### config.mk
export PLATFORM = sky130hd
export DESIGN_NAME = wd_kicker_flat
export DESIGN_NICKNAME = d
export VERILOG_FILES = /design/src/rtl/wd_kicker_if.sv /design/src/rtl/wd_kicker.sv /design/src/flat_wrapper.sv
export SDC_FILE = /design/constraint.sdc
export NUM_CORES = 1
export LEC_CHECK = 0
export CORE_UTILIZATION = 35
export CTS_BUF_LIST = sky130_fd_sc_hd__clkbuf_8
export CTS_CLUSTER_DIAMETER = 80
export DETAILED_ROUTE_END_ITERATION = 7
export GPL_ROUTABILITY_DRIVEN = 1
export PLACE_DENSITY = 0.63
export SLEW_MARGIN = 20
export SYNTH_ARGS = -nofsm -noshare
export SYNTH_HDL_FRONTEND = slang
export SYNTH_SLANG_ARGS = --single-unit
export TNS_END_PERCENT = 5
### constraint.sdc
create_clock -name WDCLK -period 3.85 [get_ports WDCLK]
set_input_delay 0.9625 -clock WDCLK [delete_from_list [all_inputs] [get_ports WDCLK]]
set_output_delay 0.9625 -clock WDCLK [all_outputs]
set_load 0.005 [all_outputs]
### src/rtl/wd_kicker_if.sv
// wd_kicker_if -- 68k-side bus signals between the watchdog kicker and the system.
//   master (kicker): drives BUSREQ, nLDS, RW, A23Z, A22Z, M68K_ADDR_U[21:17], M68K_ADDR_L[12:1];
//                    receives BUSGNT (arbiter grant) and nRESET_IN (watchdog-driven system reset).
//   slave  (system): the mirror image.
interface wd_kicker_if;
  logic        BUSREQ;
  logic        BUSGNT;
  logic        nLDS;
  logic        RW;
  logic        A23Z;
  logic        A22Z;
  logic [4:0]  M68K_ADDR_U;
  logic [11:0] M68K_ADDR_L;
  logic        nRESET_IN;

  modport master (
    output BUSREQ, nLDS, RW, A23Z, A22Z, M68K_ADDR_U, M68K_ADDR_L,
    input  BUSGNT, nRESET_IN
  );

  modport slave (
    input  BUSREQ, nLDS, RW, A23Z, A22Z, M68K_ADDR_U, M68K_ADDR_L,
    output BUSGNT, nRESET_IN
  );
endinterface

### src/rtl/wd_kicker.sv
// wd_kicker -- periodically acquires the 68k bus and writes a byte to the watchdog at
// 0x300001, keeping the watchdog from resetting the system.
// Ports:
//   WDCLK      clock; all state changes on its rising edge
//   nRST       asynchronous active-low reset
//   EN         kicking enable
//   PERIOD     idle cycles between kicks (0 treated as 1)
//   bus        bus request/grant, strobe, direction, address, observed system reset
//   KICK_CNT   completed kicks, saturating at 255
//   RST_CNT    observed system reset pulses, saturating at 15
//   TIMEOUT    one-cycle pulse when a bus grant wait expires
module wd_kicker #(
  parameter int unsigned STROBE_LEN  = 2,
  parameter int unsigned GNT_TIMEOUT = 15
) (
  input  logic              WDCLK,
  input  logic              nRST,
  input  logic              EN,
  input  logic [3:0]        PERIOD,
  wd_kicker_if.master       bus,
  output logic [7:0]        KICK_CNT,
  output logic [3:0]        RST_CNT,
  output logic              TIMEOUT
);

  typedef enum logic [2:0] {
    StIdle, StWait, StReq, StAddr, StStrobe, StRel, StHold
  } state_e;

  localparam logic [3:0] GntLast = 4'(GNT_TIMEOUT - 1);
  localparam logic [2:0] StrbLen = 3'(STROBE_LEN);

  state_e     state_q, state_d;
  logic [3:0] period_cnt_q, period_cnt_d;
  logic [3:0] gnt_cnt_q, gnt_cnt_d;
  logic [2:0] strb_cnt_q, strb_cnt_d;
  logic [7:0] kick_cnt_q, kick_cnt_d;
  logic [3:0] rst_cnt_q, rst_cnt_d;
  logic       timeout_q, timeout_d;
  logic [3:0] reload;
  logic       in_cycle;

  assign reload = (PERIOD == 4'd0) ? 4'd1 : PERIOD;

  always_comb begin
    state_d      = state_q;
    period_cnt_d = period_cnt_q;
    gnt_cnt_d    = gnt_cnt_q;
    strb_cnt_d   = strb_cnt_q;
    kick_cnt_d   = kick_cnt_q;
    rst_cnt_d    = rst_cnt_q;
    timeout_d    = 1'b0;
    if (!bus.nRESET_IN) begin
      // System reset overrides everything; count only the first cycle of each low pulse.
      state_d = StHold;
      if (state_q != StHold && rst_cnt_q != 4'hf) rst_cnt_d = rst_cnt_q + 4'd1;
    end else begin
      unique case (state_q)
        StIdle: begin
          if (EN) begin
            state_d      = StWait;
            period_cnt_d = reload;
          end
        end
        StWait: begin
          if (!EN) begin
            state_d = StIdle;
          end else if (period_cnt_q <= 4'd1) begin
            state_d      = StReq;
            period_cnt_d = 4'd0;
            gnt_cnt_d    = 4'd0;
          end else begin
            period_cnt_d = period_cnt_q - 4'd1;
          end
        end
        StReq: begin
          if (bus.BUSGNT) begin
            state_d   = StAddr;
            gnt_cnt_d = 4'd0;
          end else if (gnt_cnt_q == GntLast) begin
            state_d      = StWait;
            period_cnt_d = reload;
            gnt_cnt_d    = 4'd0;
            timeout_d    = 1'b1;
          end else begin
            gnt_cnt_d = gnt_cnt_q + 4'd1;
          end
        end
        StAddr: begin
          state_d    = StStrobe;
          strb_cnt_d = 3'd1;
        end
        StStrobe: begin
          if (strb_cnt_q == StrbLen) state_d = StRel;
          else strb_cnt_d = strb_cnt_q + 3'd1;
        end
        StRel: begin
          if (kick_cnt_q != 8'hff) kick_cnt_d = kick_cnt_q + 8'd1;
          if (EN) begin
            state_d      = StWait;
            period_cnt_d = reload;
          end else begin
            state_d = StIdle;
          end
        end
        StHold: begin
          if (EN) begin
            state_d      = StWait;
            period_cnt_d = reload;
          end else begin
            state_d = StIdle;
          end
        end
        default: state_d = StIdle;
      endcase
    end
  end

  always_ff @(posedge WDCLK or negedge nRST) begin
    if (!nRST) begin
      state_q      <= StIdle;
      period_cnt_q <= 4'd0;
      gnt_cnt_q    <= 4'd0;
      strb_cnt_q   <= 3'd0;
      kick_cnt_q   <= 8'd0;
      rst_cnt_q    <= 4'd0;
      timeout_q    <= 1'b0;
    end else begin
      state_q      <= state_d;
      period_cnt_q <= period_cnt_d;
      gnt_cnt_q    <= gnt_cnt_d;
      strb_cnt_q   <= strb_cnt_d;
      kick_cnt_q   <= kick_cnt_d;
      rst_cnt_q    <= rst_cnt_d;
      timeout_q    <= timeout_d;
    end
  end

  // Bus outputs decode straight from the state register, so an async reset or entry into
  // HOLD returns them to idle without waiting for another edge. Address and RW are held
  // across ADDR..REL so they are stable for the whole strobe.
  always_comb begin
    in_cycle        = (state_q == StAddr) || (state_q == StStrobe) || (state_q == StRel);
    bus.BUSREQ      = in_cycle || (state_q == StReq);
    bus.RW          = !in_cycle;
    bus.nLDS        = (state_q != StStrobe);
    bus.A23Z        = 1'b0;
    bus.A22Z        = 1'b0;
    bus.M68K_ADDR_U = in_cycle ? 5'b11000 : 5'b00000;
    bus.M68K_ADDR_L = 12'd0;
  end

  assign KICK_CNT = kick_cnt_q;
  assign RST_CNT  = rst_cnt_q;
  assign TIMEOUT  = timeout_q;

endmodule
### src/flat_wrapper.sv
// flat-port wrapper written by rule: the top's interface ports become plain ports
module wd_kicker_flat 
#(
  parameter int unsigned STROBE_LEN  = 2,
  parameter int unsigned GNT_TIMEOUT = 15
)
  (WDCLK, nRST, EN, PERIOD, KICK_CNT, RST_CNT, TIMEOUT, bus_BUSREQ, bus_nLDS, bus_RW, bus_A23Z, bus_A22Z, bus_M68K_ADDR_U, bus_M68K_ADDR_L, bus_BUSGNT, bus_nRESET_IN);
  wd_kicker_if bus_i ();
  input  logic WDCLK;
  input  logic nRST;
  input  logic EN;
  input  logic [3:0] PERIOD;
  output logic [7:0] KICK_CNT;
  output logic [3:0] RST_CNT;
  output logic TIMEOUT;
  output wire logic [$bits(bus_i.BUSREQ)-1:0] bus_BUSREQ;
  output wire logic [$bits(bus_i.nLDS)-1:0] bus_nLDS;
  output wire logic [$bits(bus_i.RW)-1:0] bus_RW;
  output wire logic [$bits(bus_i.A23Z)-1:0] bus_A23Z;
  output wire logic [$bits(bus_i.A22Z)-1:0] bus_A22Z;
  output wire logic [$bits(bus_i.M68K_ADDR_U)-1:0] bus_M68K_ADDR_U;
  output wire logic [$bits(bus_i.M68K_ADDR_L)-1:0] bus_M68K_ADDR_L;
  input wire logic [$bits(bus_i.BUSGNT)-1:0] bus_BUSGNT;
  input wire logic [$bits(bus_i.nRESET_IN)-1:0] bus_nRESET_IN;
  assign bus_BUSREQ = bus_i.BUSREQ;
  assign bus_nLDS = bus_i.nLDS;
  assign bus_RW = bus_i.RW;
  assign bus_A23Z = bus_i.A23Z;
  assign bus_A22Z = bus_i.A22Z;
  assign bus_M68K_ADDR_U = bus_i.M68K_ADDR_U;
  assign bus_M68K_ADDR_L = bus_i.M68K_ADDR_L;
  assign bus_i.BUSGNT = bus_BUSGNT;
  assign bus_i.nRESET_IN = bus_nRESET_IN;
  wd_kicker #(.STROBE_LEN(STROBE_LEN), .GNT_TIMEOUT(GNT_TIMEOUT)) u_core (.WDCLK(WDCLK), .nRST(nRST), .EN(EN), .PERIOD(PERIOD), .bus(bus_i), .KICK_CNT(KICK_CNT), .RST_CNT(RST_CNT), .TIMEOUT(TIMEOUT));
endmodule
After elaboration in Yosys (flattened, before gate mapping)
Cells that the tools add are included. W data, S select, Z words.

Flip-flop bits (word level): 27. Output and inout port bits: 35. Input port bits: 9. Logic and storage cells: 82.

Multiplexer cells: 28. Equal/unequal tests: 22. Bitwise logic cells: 1. Magnitude comparators: 1. Add/sub/neg operators: 5. Reductions and logical operators: 18.

Operators with widths (count): $mux W4 (10); $mux W3 (8); $pmux W3 S6 (1); $pmux W4 S3 (1); $eq A3 B2 Y1 const B (3); $eq A3 B3 Y1 const B (3); $ne A3 B3 Y1 const B (3); $add A4 B1 Y4 const B (2); $add A8 B1 Y8 const B (1); $ne A4 B3 Y1 const B (2); $ne A8 B8 Y1 const B (1); $pmux W4 S2 (1); $reduce_and A4 Y1 (2); $ne A2 B1 Y1 const B (3); $ne A2 B2 Y1 const B (3); $pmux W3 S2 (1); $reduce_and A3 Y1 (2); $reduce_and A6 Y1 (1); $mux W1 (5); $mux W5 (1); $eq A4 B4 Y1 const B (1); $le A4 B1 Y1 const B (1); $logic_not A4 Y1 (1); $ne A4 B4 Y1 const B (1); 14 further kinds (17).

Logic depth before layout (Yosys ltp)
Gate-level depths: netlist (run 1).

Word-level depth: 5. Gate-level depth with buffers: 6. Mapped depth without buffers: 6.

Worst setup path before layout (run 1)
No wires, ideal clock.

Path type: input to register. Start point: input bus_BUSGNT. End point: register u_core.period_cnt_q[3]. Arrival: 2.104 ns. Slack: 1.619 ns. Stages on the path: 4. Data required time: 3.722 ns. Setup time: 0.128 ns. Path buffers: 0. Cells stage by stage: or4b_1 > nor2_1 > o31a_2 > mux2_1.

Cells in the longest elaborated chain, start to end: 2.

RTL lines: start, declared (RTL line flat_wrapper.sv:23) `input wire logic [$bits(bus_i.BUSGNT)-1:0] bus_BUSGNT;`; $ne A2 B2 Y1 (no source line); $reduce_and A6 Y1 (no source line); end signal, assigned (RTL line wd_kicker.sv:130) `period_cnt_q <= period_cnt_d;`; end, declared (RTL line wd_kicker.sv:34) `logic [3:0] period_cnt_q, period_cnt_d;`.

No other way between the ends. A chain may end at the register's enable or synchronous reset.

Final worst setup path (run 1)
Start point: register u_core.state_q[1]. End point: output bus_M68K_ADDR_U[3].

Cells in the longest elaborated chain, start to end: 4. Elaborated cells on any way between the ends: 6. Those cells by class: eq/ne (3); mux (1); reduce/logical (2).

RTL lines: start, declared (RTL line wd_kicker.sv:33) `state_e state_q, state_d;`; start signal, assigned (RTL line wd_kicker.sv:121) `state_q <= StIdle;`; start signal, assigned (RTL line wd_kicker.sv:129) `state_q <= state_d;`; $eq A3 B2 Y1 or $eq A3 B3 Y1 (tied branches) (RTL line wd_kicker.sv:143) `in_cycle = (state_q == StAddr) || (state_q == StStrobe) || (state_q == StRel);`; $logic_or A1 B1 Y1 (RTL line wd_kicker.sv:143); $logic_or A1 B1 Y1 (*) (RTL line wd_kicker.sv:143); $mux W5 (*) (RTL line wd_kicker.sv:149) `bus.M68K_ADDR_U = in_cycle ? 5'b11000 : 5'b00000;`; end, declared (RTL line flat_wrapper.sv:21) `output wire logic [$bits(bus_i.M68K_ADDR_U)-1:0] bus_M68K_ADDR_U;`.

Mark *: on every way between the ends. The rest lies on a longest branch, timed or not.

==> results of run 1 <==
## flip-flops by register name (all words and copies together), names as in the netlist
name / count
u_core.period_cnt_q: 4
u_core.state_q: 3
u_core.gnt_cnt_q: 4
u_core.RST_CNT: 4
u_core.strb_cnt_q: 3
u_core.KICK_CNT: 8
u_core.TIMEOUT: 1
## cells in the mapped netlist, drive strengths merged, types with 3 or more instances
cell / number / share of area, %
dfrtp: 27 / 38
buf: 22 / 8.9
inv: 12 / 2.5
a21oi: 8 / 2.3
ha: 8 / 5.7
mux2: 7 / 4.5
nor3: 7 / 2.3
xnor2: 7 / 3.9
nand2: 6 / 1.3
nand3: 6 / 1.7
nand4: 6 / 2.1
o21ai: 6 / 1.7
mux2i: 5 / 2.8
nor2: 5 / 1.1
xor2: 5 / 2.5
and3: 3 / 1.1
and3b: 3 / 1.5
nor2b: 3 / 1.1
nor3b: 3 / 1.6
## per-stage QoR
stage | total power, mW | area [sq um] | cells | util (%)
floorplan | 0.766 | 1830 | 194 | -
global placement | 0.922 | 2020 | 265 | 42.1
detailed placement | 0.930 | 2020 | 265 | 42.1
CTS | 1.09 | 2060 | 269 | 43.1
global route | 1.17 | 2060 | 269 | 43.1
finish | 1.08 | 2060 | 269 | 43.1
## cell families after synthesis
group | count (synthesis) | synth area share, %
compound gates | 32 | 12.8
xor+xnor | 12 | 6.37
fa+ha+maj | 8 | 5.67
buf+inv | 35 | 11.7
flops | 27 | 38.2
mux | 12 | 7.29
other cells | 1 | 0.212
simple gates | 51 | 17.7
## layer usage
layer	vias to the layer above	global-route usage [%]	share of wire, %
met5	-	0	0
met4	0	1.31	0.33
li1	649	-	-
met1	612	18.4	52
met2	32	19.0	44
met3	2	2.90	3.5
## cell type report
type / count / share of cell area (%)
Timing Repair Buffer: 27 / 13.0
Tap cell: 67 / 4.07
Sequential cell: 27 / 32.8
Multi-Input combinational cell: 132 / 45.8
Clock inverter: 1 / 0.182
Clock buffer: 3 / 2.00
Inverter: 12 / 2.18
## worst max-delay path, stage by stage, from the launching register on
cell	delay, ns
dfrtp_1	0.61
and2b_2	0.32
nor2_1	0.18
inv_1	0.08
clkdlybuf4s50_1	0.45
## where the power goes
| group | switching [mW] | internal, mW | total (mW) | leakage [nW] |
|---|---|---|---|---|
| registers | 0.107 | 0.371 | 0.478 | 0.338 |
| logic | 0.199 | 0.246 | 0.446 | 0.538 |
| clock network | 0.0880 | 0.0715 | 0.160 | 0.0269 |
| total | 0.394 | 0.689 | 1.08 | 0.903 |
## how the worst max path moves through the flow
| stage | startpoint | endpoint | slack [ns] |
|---|---|---|---|
| floorplan | bus_BUSGNT | u_core.period_cnt_q[3] | 1.62 |
| global placement | bus_BUSGNT | u_core.period_cnt_q[3] | 1.10 |
| detailed placement | bus_BUSGNT | u_core.period_cnt_q[3] | 1.07 |
| CTS | u_core.state_q[1] | bus_M68K_ADDR_U[3] | 0.96 |
| global route | u_core.state_q[2] | bus_nLDS | 0.88 |
| finish | u_core.state_q[1] | bus_M68K_ADDR_U[3] | 0.97 |
==> impl_metrics.ini, run 1 <==
[cts]
hold_buffers = 0
numCtsBuffers = 3
cts_tree = built
postCtsSetupBuffers = 0
cts_sinks = 27
path_clk_slew_ns = 0.09
cts-root-buf = clkbuf_8
cts_resized = 0
clk_path_buf_depth = 2
htreeDepth = 1
clk_latency_ns = 0.27

[sta]
finalCritPeriodShare_pct = 74.8
timing.final.crit_period_ns = 2.88
finalSetupViolCount = 0
fin_ws_ns = 0.971
fmax_mhz = 347
worst_pin_slew_ns = 0.575
finalHoldViolCount = 0
grt_setup_unrepaired = no
timing.clock.skew_ns = 0.00281
fin_setup_tns_ns = 0
drv_slew = 0
hold_ws_ns = 0.473
slew_headroom_pct = 61.4

[worst_setup_path]
r2r_start = u_core.state_q[1]
r2r_slack_ns = 1.83
r2r_end = u_core.period_cnt_q[2]
start_kind = register
critPathCaptureType = output port
crit_arrival_ns = 1.92
crit_required_ns = 2.89
r2r_cells = 4
cp_max_fo = 15
setup.worst_path.class = reg -> out

[routing]
routed_via_density = 4.81
drtAntennaViolNets = 0
detail_route.wl_per_cell_um = 12.3
wl_mm = 3.30
vias = 1295
drcViolationCount = 0
first_pass_iters = 4
dr.first_iter.drc_count = 81

[grt]
first_global_vias = 1099
grt_max_degree = 28
antenna_found_initial = 0
grt_pass1_wl_mm = 5.18
grt-ovfl-total = 0
track_usage_pct = 12.4

[synthesis]
yosys_warnings = 0
synthArstFlopShare_pct = 100
synth_area_per_cell_sq_um = 9.93
ys.flop_type = dfrtp_1
synth_area_sq_um = 1770
synth_edf_count = 0
yosysSeqAreaShare_pct = 38.2
synth_seq_cells = 27
ys_types = 49
synthCells = 178

[die]
die_x_um = 73.0
fp.dieH_um = 73.0
rows = 25
start_util_pct = 36.9
die-area_sq_um = 5340
io-pin-count = 44
coreArea_sq_um = 4790

[finish]
seq_area_sq_um = 676
diodes = 0
final_common_cell = dfrtp_1
mostFrequentLayoutCells = dfrtp_1 (27), clkdlybuf4s50_1 (26), conb_1 (17)
multiInputGateArea_sq_um = 945
syn_to_final_growth_pct = 16.7
drive_gt1_share_pct = 8.42
fill_cells = 479
finish.net_count = 220

[place]
portBuffers = 26
pre_cts_ws_ns = 1.07
gp_congestion = 0.795
hpwl_mm = 2.45

[hold_path]
min_from = u_core.strb_cnt_q[2]
min_to = u_core.strb_cnt_q[2]
whs_path_depth = 1
worstHoldPathType = reg -> reg

[status]
status = finished, final reports clean

[power_and_ir_drop]
ir_drop_mv = 0.292
power_density_nw_per_um2 = 525
power.leakage_nw = 0.903

[job]
maxCapViolCount = 0
Power figures use the tool's default switching activity.
==> run 2, diff against run 1 <==
--- a/config.mk
+++ b/config.mk
@@ -10,7 +10,7 @@
 export CTS_CLUSTER_DIAMETER = 80
 export DETAILED_ROUTE_END_ITERATION = 7
 export GPL_ROUTABILITY_DRIVEN = 1
-export PLACE_DENSITY = 0.63
+export PLACE_DENSITY = 0.65
 export SLEW_MARGIN = 20
 export SYNTH_ARGS = -nofsm -noshare
 export SYNTH_HDL_FRONTEND = slang
==> constraint.sdc (replaced) <==
create_clock -name WDCLK -period 2.5 [get_ports WDCLK]
set_input_delay 0.625 -clock WDCLK [delete_from_list [all_inputs] [get_ports WDCLK]]
set_output_delay 0.625 -clock WDCLK [all_outputs]
set_load 0.005 [all_outputs]
==> impl_metrics.ini, run 2 (same netlist as run 1, synthesis figures left out) <==
[worst_setup_path]
critPathCaptureType = output port
r2r_end = u_core.state_q[1]
crit_slowest_cell = clkdlybuf4s50_1
r2r_cells = 6
crit_required_ns = 1.88
cp_num_buf_inv = 2
start_kind = register
crit_cells = 4
crit_arrival_ns = 1.69
cp_max_fo = 6
path_delay_family = buffers and inverters
critical_path.max_stage_delay_ns = 0.45
setup.worst_path.class = reg -> out
r2r_start = u_core.period_cnt_q[0]
path_cells = and2b_2 > nor2_1 > inv_1 > clkdlybuf4s50_1
r2r_slack_ns = 0.50

[cts]
cts-root-buf = clkbuf_8
path_clk_slew_ns = 0.09
hold_buffers = 0
cts_sinks = 27
clk_latency_ns = 0.28
numCtsBuffers = 3
cts_resized = 0
htreeDepth = 1
cts_tree = built
clk_path_buf_depth = 2
postCtsSetupBuffers = 0

[routing]
drcViolationCount = 0
drtAntennaViolNets = 0
wl_mm = 3.49
first_pass_iters = 4
routed_via_density = 4.80
detail_route.wl_per_cell_um = 12.5
vias = 1335
dr.first_iter.drc_count = 60

[power_and_ir_drop]
power_density_nw_per_um2 = 801
ir_drop_mv = 0.410
power.leakage_nw = 0.948

[die]
io-pin-count = 44
fp.dieH_um = 73.0
die_x_um = 73.0
rows = 25
coreArea_sq_um = 4790
die-area_sq_um = 5340
start_util_pct = 36.9

[sta]
finalSetupViolCount = 0
grt_setup_unrepaired = no
drv_slew = 0
finalCritPeriodShare_pct = 92.4
timing.final.crit_period_ns = 2.31
fin_setup_tns_ns = 0
timing.clock.skew_ns = 0.00883
fmax_mhz = 433
finalHoldViolCount = 0

[hold_path]
min_from = u_core.strb_cnt_q[2]
min_to = u_core.strb_cnt_q[2]
worstHoldPathType = reg -> reg
whs_path_depth = 1

[finish]
drive_gt1_share_pct = 12.3
largest_reg_flops = 8
diodes = 0
finish.net_count = 229
fin_cells = 278
mostFrequentLayoutCells = dfrtp_1 (27), clkdlybuf4s50_1 (26), conb_1 (17)
syn_to_final_growth_pct = 20.5
final_common_cell = dfrtp_1
final_core_util_pct = 44.5

[status]
status = finished, final reports clean

[place]
dp.cells = 274
portBuffers = 26
hpwl_mm = 2.57
gp_congestion = 0.804

[grt]
grt_pass1_wl_mm = 5.79
first_global_vias = 1286
track_usage_pct = 13.9
grt-ovfl-total = 0
grt_max_degree = 28
antenna_found_initial = 0

[job]
maxCapViolCount = 0
[run 2: cell types whose count changed in the layout (fill, tap and decap cells not counted), sizes merged]
cell / previous run / this run
buf: 1 / 10
[run 2: power breakdown]
part           total [mW]  internal (mW)  switching [mW]
combinational       0.738          0.403           0.335
clock               0.253          0.111           0.142
sequential          0.715          0.572           0.144
[run 2: cell type report]
type | count | area [sq um]
Fill cell | 488 | 2660
Timing Repair Buffer | 36 | 335
Multi-Input combinational cell | 132 | 945
Inverter | 12 | 45.0
Tap cell | 67 | 83.8
Clock buffer | 3 | 41.3
Sequential cell | 27 | 676
Clock inverter | 1 | 3.75
[run 2: through the flow]
stage                     hold slack (ns)  area, sq um  power, mW  setup WS, ns
after floorplan                     0.329         1830       1.18         0.606
after global placement              0.455         2080       1.44         0.156
after detailed placement            0.470         2080       1.46         0.101
after CTS                           0.483         2130       1.72         0.190
after global routing                0.518         2130       1.84         0.113
final                               0.480         2130       1.71         0.189
[run 2: how the worst max path moves through the flow]
stage	from	slack, ns	endpoint
2_1_floorplan	bus_BUSGNT	0.61	u_core.period_cnt_q[3]
3_3_place_gp	bus_BUSGNT	0.16	u_core.period_cnt_q[3]
3_5_place_dp	bus_BUSGNT	0.10	u_core.period_cnt_q[3]
4_1_cts	u_core.state_q[1]	0.19	bus_M68K_ADDR_U[3]
5_1_grt	u_core.state_q[2]	0.11	bus_M68K_ADDR_U[3]
6_report	u_core.state_q[2]	0.19	bus_M68K_ADDR_U[3]
[run 2: worst reg2reg max path: stages (launching register included)]
cell	delay, ns
dfrtp_1	0.41
inv_1	0.08
ha_1	0.24
or2_2	0.36
a2111o_1	0.37
a21oi_1	0.21
o311ai_0	0.19
[run 2: per-layer routing]
layer  vias to the layer above  global-route usage (%)  routed length [um]
li1                        675                       -                   -
met1                       621                    19.0                1740
met2                        35                    22.2                1550
met3                         4                    3.18                 156
met4                         0                    3.70                  38
met5                         -                       0                   0
==> run 3, diff against run 2 <==
--- a/config.mk
+++ b/config.mk
@@ -10,7 +10,7 @@
 export CTS_CLUSTER_DIAMETER = 80
 export DETAILED_ROUTE_END_ITERATION = 7
 export GPL_ROUTABILITY_DRIVEN = 1
-export PLACE_DENSITY = 0.65
+export PLACE_DENSITY = 0.63
 export SLEW_MARGIN = 20
 export SYNTH_ARGS = -nofsm -noshare
 export SYNTH_HDL_FRONTEND = slang
==> constraint.sdc (replaced) <==
create_clock -name WDCLK -period 3 [get_ports WDCLK]
set_input_delay 0.75 -clock WDCLK [delete_from_list [all_inputs] [get_ports WDCLK]]
set_output_delay 0.75 -clock WDCLK [all_outputs]
set_load 0.005 [all_outputs]
==> impl_metrics.ini, run 3 (same netlist as run 1, synthesis figures left out) <==
[die]
coreArea_sq_um = 4790
die_x_um = 73.0
start_util_pct = 36.9
fp.dieH_um = 73.0
io-pin-count = 44
rows = 25
die-area_sq_um = 5340

[cts]
clk_latency_ns = 0.27
numCtsBuffers = 3
hold_buffers = 0
cts-root-buf = clkbuf_8
cts_resized = 0
clk_path_buf_depth = 2
cts_tree = built
path_clk_slew_ns = 0.09
cts_sinks = 27
htreeDepth = 1
postCtsSetupBuffers = 0

[worst_setup_path]
crit_arrival_ns = 1.89
r2r_start = u_core.state_q[2]
crit_required_ns = 2.25
crit_start = u_core.state_q[2]
r2r_slack_ns = 0.98
cp_max_fo = 15
r2r_end = u_core.period_cnt_q[3]
r2r_cells = 4
setup.worst_path.class = reg -> out
critPathCaptureType = output port
start_kind = register

[job]
maxCapViolCount = 0

[sta]
finalSetupViolCount = 0
timing.clock.skew_ns = 0.00218
finalHoldViolCount = 0
slew_headroom_pct = 63.6
finalCritPeriodShare_pct = 88.0
drv_slew = 0
grt_setup_unrepaired = no
fin_setup_tns_ns = 0
hold_ws_ns = 0.471
fmax_mhz = 379
timing.final.crit_period_ns = 2.64
worst_pin_slew_ns = 0.543

[status]
status = finished, final reports clean

[routing]
drtAntennaViolNets = 0
vias = 1326
wl_mm = 3.42
detail_route.wl_per_cell_um = 12.6
dr.first_iter.drc_count = 58
drcViolationCount = 0
routed_via_density = 4.89
first_pass_iters = 4

[finish]
drive_gt1_share_pct = 9.80
syn_to_final_growth_pct = 17.6
largest_reg_flops = 8
mostFrequentLayoutCells = dfrtp_1 (27), clkdlybuf4s50_1 (26), conb_1 (17)
final_common_cell = dfrtp_1
finish.net_count = 222
fin_cells = 271
diodes = 0
fill_cells = 474

[power_and_ir_drop]
power.leakage_nw = 0.911
ir_drop_mv = 0.400
power_density_nw_per_um2 = 671
p_seq_share_pct = 43.7
swShare_pct = 36.4
p_clk_share_pct = 14.8
combPwrFrac_pct = 41.5
p_sw_mw = 0.507
intPower_mw = 0.887

[grt]
first_global_vias = 1209
grt-ovfl-total = 0
antenna_found_initial = 0
grt_pass1_wl_mm = 5.56
grt_max_degree = 28
track_usage_pct = 13.5

[hold_path]
min_to = u_core.strb_cnt_q[2]
min_from = u_core.strb_cnt_q[2]
whs_path_depth = 1
worstHoldPathType = reg -> reg

[place]
dp.cells = 267
gp_congestion = 0.743
portBuffers = 26
hpwl_mm = 2.54
[run 3: how the worst max path moves through the flow]
stage,to,depth (start not counted),slack [ns]
floorplan,u_core.period_cnt_q[3],4,0.98
global placement,u_core.period_cnt_q[3],5,0.46
detailed placement,u_core.period_cnt_q[3],5,0.41
CTS,bus_nLDS,3,0.36
global route,bus_nLDS,3,0.22
finish,bus_nLDS,3,0.36
[run 3: cell type report]
class / instances / area, sq um / share of cell area [%]
Multi-Input combinational cell: 132 / 945 / 45.5
Sequential cell: 27 / 676 / 32.5
Timing Repair Buffer: 29 / 283 / 13.6
Tap cell: 67 / 83.8 / 4.03
Inverter: 12 / 45.0 / 2.17
Clock buffer: 3 / 41.3 / 1.99
Clock inverter: 1 / 5.00 / 0.241
[run 3: worst max-delay path, stage by stage, from the launching register on]
cell and delay (ns):
dfrtp_1 0.63, nor3b_2 0.43, inv_1 0.11, clkdlybuf4s50_1 0.46
[run 3: metal layers]
layer | routed length [um] | track usage [%] | share of wire (%) | vias to the layer above
met2 | 1570 | 21.6 | 46 | 34
met1 | 1660 | 18.5 | 49 | 636
li1 | - | - | - | 654
met5 | 0 | 0 | 0 | -
met3 | 156 | 3.31 | 4.6 | 2
met4 | 25 | 2.61 | 0.73 | 0
[run 3: per-stage QoR]
stage | power [mW] | area [sq um] | setup slack (ns) | util (%)
2_1_floorplan | 0.983 | 1830 | 0.981 | -
3_3_place_gp | 1.18 | 2030 | 0.460 | 42.5
3_5_place_dp | 1.20 | 2030 | 0.414 | 42.5
4_1_cts | 1.41 | 2080 | 0.363 | 43.4
5_1_grt | 1.52 | 2080 | 0.222 | 43.4
6_report | 1.39 | 2080 | 0.361 | 43.4
[run 3: power groups by stage]
stage	Sequential (mW)	Combinational (mW)	Clock, mW
after floorplan	0.583	0.400	0
after global placement	0.614	0.571	0
after detailed placement	0.617	0.583	0
after CTS	0.610	0.586	0.212
after global routing	0.632	0.659	0.226
final	0.610	0.578	0.207
